### src/rtl/pong_game_ctrl.sv
`default_nettype none
// ==== pong_game_ctrl : screen-flow, score and serve controller for pong ==== rev 1.0 ====
module pong_game_ctrl #(
    parameter int MAX_SCORE_INIT  = 5,
    parameter int MAX_SCORE_LIMIT = 20,
    parameter int POINT_HOLD      = 60
) (
    input  logic       clk,
    input  logic       reset_n,
    input  logic       frame_tick,
    input  logic       btn_launch,
    input  logic       btn_up,
    input  logic       btn_down,
    input  logic       left_hit,
    input  logic       right_hit,
    output logic [2:0] state,
    output logic       state_entry,
    output logic [4:0] score_p1,
    output logic [4:0] score_p2,
    output logic [4:0] max_score,
    output logic [1:0] winner,
    output logic       serve_side
);

    typedef enum logic [2:0] {
        ST_MENU      = 3'd0,
        ST_SET       = 3'd1,
        ST_START     = 3'd2,
        ST_PLAY      = 3'd3,
        ST_END_POINT = 3'd4,
        ST_END_GAME  = 3'd5
    } state_t;

    localparam logic [4:0] C_MAX_INIT  = 5'(MAX_SCORE_INIT);
    localparam logic [4:0] C_MAX_LIMIT = 5'(MAX_SCORE_LIMIT);
    localparam logic [7:0] C_HOLD_LAST = 8'(POINT_HOLD - 1);

    state_t     state_q, state_d;
    logic       state_entry_q, state_entry_d;
    logic [4:0] score_p1_q, score_p1_d;
    logic [4:0] score_p2_q, score_p2_d;
    logic [4:0] max_score_q, max_score_d;
    logic [1:0] winner_q, winner_d;
    logic       serve_side_q, serve_side_d;
    logic [7:0] hold_q, hold_d;
    // Button vectors are ordered {down, up, launch}
    logic [2:0] sync1_q, sync1_d;
    logic [2:0] sync2_q, sync2_d;
    logic [2:0] samp_q, samp_d;
    logic [2:0] press;

    always_comb begin
        sync1_d = {btn_down, btn_up, btn_launch};
        sync2_d = sync1_q;
        samp_d  = frame_tick ? sync2_q : samp_q;
        press   = frame_tick ? (sync2_q & ~samp_q) : 3'b000;
    end

    always_comb begin
        state_d      = state_q;
        score_p1_d   = score_p1_q;
        score_p2_d   = score_p2_q;
        max_score_d  = max_score_q;
        winner_d     = winner_q;
        serve_side_d = serve_side_q;
        hold_d       = hold_q;

        case (state_q)
            ST_MENU: begin
                if (press[0]) begin
                    state_d    = ST_SET;
                    winner_d   = 2'd0;
                    score_p1_d = 5'd0;
                    score_p2_d = 5'd0;
                end
            end
            ST_SET: begin
                if (press[0]) begin
                    state_d = ST_START;
                end else if (press[1] && !press[2]) begin
                    if (max_score_q < C_MAX_LIMIT) max_score_d = max_score_q + 5'd1;
                end else if (press[2] && !press[1]) begin
                    if (max_score_q > 5'd1) max_score_d = max_score_q - 5'd1;
                end
            end
            ST_START: begin
                if (press[0]) state_d = ST_PLAY;
            end
            ST_PLAY: begin
                if (left_hit || right_hit) begin
                    state_d = ST_END_POINT;
                    hold_d  = 8'd0;
                    // Simultaneous hits are treated as a replay: nobody scores
                    if (right_hit && !left_hit) begin
                        score_p1_d   = score_p1_q + 5'd1;
                        serve_side_d = 1'b1;
                    end else if (left_hit && !right_hit) begin
                        score_p2_d   = score_p2_q + 5'd1;
                        serve_side_d = 1'b0;
                    end
                end
            end
            ST_END_POINT: begin
                if (frame_tick) begin
                    if (hold_q == C_HOLD_LAST) begin
                        if (score_p1_q == max_score_q) begin
                            winner_d = 2'd1;
                            state_d  = ST_END_GAME;
                        end else if (score_p2_q == max_score_q) begin
                            winner_d = 2'd2;
                            state_d  = ST_END_GAME;
                        end else begin
                            state_d = ST_START;
                        end
                    end else begin
                        hold_d = hold_q + 8'd1;
                    end
                end
            end
            ST_END_GAME: begin
                if (press[0]) begin
                    state_d  = ST_MENU;
                    winner_d = 2'd0;
                end
            end
            default: begin
                state_d = ST_MENU;
            end
        endcase

        state_entry_d = (state_d != state_q);
    end

    always_ff @(posedge clk or negedge reset_n) begin
        if (!reset_n) begin
            state_q       <= ST_MENU;
            state_entry_q <= 1'b0;
            score_p1_q    <= 5'd0;
            score_p2_q    <= 5'd0;
            max_score_q   <= C_MAX_INIT;
            winner_q      <= 2'd0;
            serve_side_q  <= 1'b0;
            hold_q        <= 8'd0;
            sync1_q       <= 3'b000;
            sync2_q       <= 3'b000;
            samp_q        <= 3'b000;
        end else begin
            state_q       <= state_d;
            state_entry_q <= state_entry_d;
            score_p1_q    <= score_p1_d;
            score_p2_q    <= score_p2_d;
            max_score_q   <= max_score_d;
            winner_q      <= winner_d;
            serve_side_q  <= serve_side_d;
            hold_q        <= hold_d;
            sync1_q       <= sync1_d;
            sync2_q       <= sync2_d;
            samp_q        <= samp_d;
        end
    end

    assign state       = state_q;
    assign state_entry = state_entry_q;
    assign score_p1    = score_p1_q;
    assign score_p2    = score_p2_q;
    assign max_score   = max_score_q;
    assign winner      = winner_q;
    assign serve_side  = serve_side_q;

endmodule
`default_nettype wire
### config.mk
export PLATFORM = sky130hd
export DESIGN_NAME = pong_game_ctrl
export DESIGN_NICKNAME = d
export VERILOG_FILES = /design/src/rtl/pong_game_ctrl.sv
export SDC_FILE = /design/constraint.sdc
export NUM_CORES = 1
export LEC_CHECK = 0
export BUFFER_PORTS_ARGS = -buffer_cell sky130_fd_sc_hd__buf_2
export CAP_MARGIN = 20
export CELL_PAD_IN_SITES_DETAIL_PLACEMENT = 1
export CELL_PAD_IN_SITES_GLOBAL_PLACEMENT = 2
export CORE_MARGIN = 8
export CORE_UTILIZATION = 37
export CTS_CLUSTER_DIAMETER = 60
export DETAILED_ROUTE_END_ITERATION = 8
export PLACE_DENSITY = 0.78
export SYNTH_ARGS = -nofsm -noshare
export SYNTH_HDL_FRONTEND = slang
export SYNTH_SLANG_ARGS = --single-unit
### constraint.sdc
create_clock -name clk -period 2.4 [get_ports clk]
set_clock_uncertainty 0.1 [all_clocks]
set_input_delay 0.12 -clock clk [delete_from_list [all_inputs] [get_ports clk]]
set_output_delay 0.12 -clock clk [all_outputs]
set_load 0.005 [all_outputs]
==> impl_metrics.toml <==
[status]
status = "complete, no violations"

[placement]
dp.cells = 315
routabilityCongestion = 0.7272
hpwlAfterDp_um = 3805
port_buffers = 29
post_dp_cell_area_um2 = 2451

[logic_synthesis]
synth_cells = 218
syn-cell-area_um2 = 2232
syn_nets = 236
synth_edf_count = 0
yosysUniqueCellTypes = 55
yosysWarnings = 0
synth_seq_cells = 39
synth-main-ff-cell = "dfrtp_1"
async_reset_ff_share_pct = 100.0
ys_seq_area_share_pct = 43.83
syn_area_per_cell_um2 = 10.24

[die]
coreArea_um2 = 5886
chipWidth_um = 93.67
io_pins = 30
die-height_um = 93.67
die_area_um2 = 8774
start_util_pct = 37.93
row_count = 28

[global_routing]
grt_usage_pct = 13.07
use_met1_pct = 17.58
grt_max_degree = 40
use_met2_pct = 19.86
grt_overflow_total = 0
grt_pass1_vias = 1731
grtUsageMet3_pct = 3.357
gr-max-usage-layer = "met2"
grt_pass1_wl_um = 9025
antenna_found_initial = 0

[cells_and_area]
diodes = 0
syn_to_final_growth_pct = 15.53
fin_cells = 326
stdcell_area_um2 = 2579
regArea_um2 = 978.4
multi_input_area_um2 = 1174
drive_gt1_share_pct = 21.12
most-common-layout-cells = "37 x dfrtp_1, 29 x buf_2, 23 x nor2_1"
final_util_pct = 43.81
num-nets-final = 269
layout_commonest_cell = "dfrtp_1"
fillers = 686

[pwr]
power.leakage_nw = 1.246
p_per_area_nw_per_um2 = 864.4
peakVddDrop_mv = 0.4154

[worst_hold_path]
hp-start = "frame_tick"
min_path_cells = 2
hp-class = "in2reg"

[clock_tree]
cts_tree = "yes"
cts_buffers = 5
clock_latency_ns = 0.29
max-clock-path-buffers = 2
cts_max_level = 2
clkTransAtPathRegs_ns = 0.08
postCtsSetupRepairBufs = 0
cts_root_buf = "clkbuf_8"
cts_sinks = 39

[setup_path]
startpoint = "samp_q[1]"
r2r_start = "samp_q[1]"
rr_worst_depth = 7
crit_required_ns = 2.52
worst_ep_arrival_time_ns = 2.09
worstSetupStartpointType = "register"
worstSetupEndpointType = "register"
path_class = "reg2reg"
critPathMaxFanout = 8

[drt]
drt_iter0_markers = 41
ant_nets = 0
via_count = 1709
viasPerCell = 5.242
avgRoutedWirePerCell_um = 16.26
routed_wl_um = 5300
drc = 0
first_pass_iters = 4

[sta]
hold_ws_ns = 0.03244
max_clock_freq_ghz = 0.5087
period_needed_ns = 1.966
rsz0062_at_grt = "no"
worst_slew_pin_slew_ns = 0.8969
finalHoldViolCount = 0
maxSlewHeadroom_pct = 40.20
finalSetupViolCount = 0
slew_violations = 0
fin_crit_sh_pct = 81.90
setup_tns_ns = 0

[flow_run]
maxCapViolCount = 0
## critical path, stage by stage (launching register included)
cell and delay (ns):
dfrtp_1 0.37, and3b_1 0.21, ha_1 0.35, nor4_1 0.08
o21ai_1 0.10, nand4_1 0.29, a21oi_2 0.21, xor2_1 0.17
## metal layers
layer  share of wire (%)  vias up
met5                   0        -
met4                 1.3        0
met3                 3.7        6
met2                  46       24
met1                  49      851
li1                    -      828
## power breakdown
part	leakage [nW]	switching (mW)	internal (mW)
clock network	0.0470	0.234	0.226
logic	0.691	0.400	0.354
registers	0.508	0.235	0.781
total	1.25	0.869	1.36
## cells in the mapped netlist, drive strengths merged (4+ instances only)
library cell   n  area share, %
nand3b         8            3.3
nor3           4            1.6
nand2         13            2.2
nand4          8            2.2
dfrtp         37             41
xnor2         10            3.9
nor2          23            3.9
nand3          9            2.0
o21ai         11            2.5
mux2           4            2.0
inv            6            1.0
ha            10            5.6
clkbuf         5           0.84
mux2i          4            1.8
buf            7            1.7
xor2          16            6.3
## state kept, by name (all words and copies together) (netlist names)
register     cells
score_p1         5
state_entry      1
score_p2         5
serve_side       1
hold_q           8
max_score        5
winner           2
samp_q           3
sync2_q          3
sync1_q          3
state            3
## path summary, 6_finish.rpt
| path | endpoint | slack, ns |
|---|---|---|
| max | max_score[3] | 0.43 |
| min | samp_q[2] | 0.03 |
| max reg2reg | max_score[3] | 0.43 |
| min reg2reg | sync2_q[1] | 0.25 |
| max in group asynchronous | state[0] | 1.25 |
| min in group asynchronous | max_score[1] | 0.39 |
## metrics by stage
step	worst slack (ns)	total power, mW
floorplan	0.5674	1.522
global placement	0.4395	1.769
detailed placement	0.4276	1.793
CTS	0.3871	2.267
global route	0.2447	2.408
finish	0.4343	2.229
## area by class of cell
class | count | share of cell area, %
clock buffers | 6 | 3.202
clock inverters | 1 | 0.1941
inverters | 6 | 0.8734
multi-input cells | 161 | 45.51
flip-flops and latches | 39 | 37.94
well taps | 75 | 3.639
repair buffers | 38 | 8.637
## cell families (layout without fill, tap and decap cells)
kind of cell | after synthesis | after routing | share of synthesized area [%]
buffers and inverters | 18 | 51 | 3.587
AOI/OAI and AO/OA | 29 | 29 | 9.586
DFF | 39 | 39 | 43.83
xor gates and xnor gates | 26 | 26 | 10.20
muxes | 8 | 8 | 3.812
adders and majority gates | 10 | 10 | 5.605
and+or+nand+nor | 88 | 88 | 23.37
## what timing repair did
| item | in CTS | in global routing |
|---|---|---|
| resized for setup | 0 | 0 |
| hold endpoints to repair | 40 | 0 |
| endpoints found under the setup margin | 0 | 0 |
| hold buffers | 4 | 0 |
Note: power is estimated with default switching activity, not from simulation.
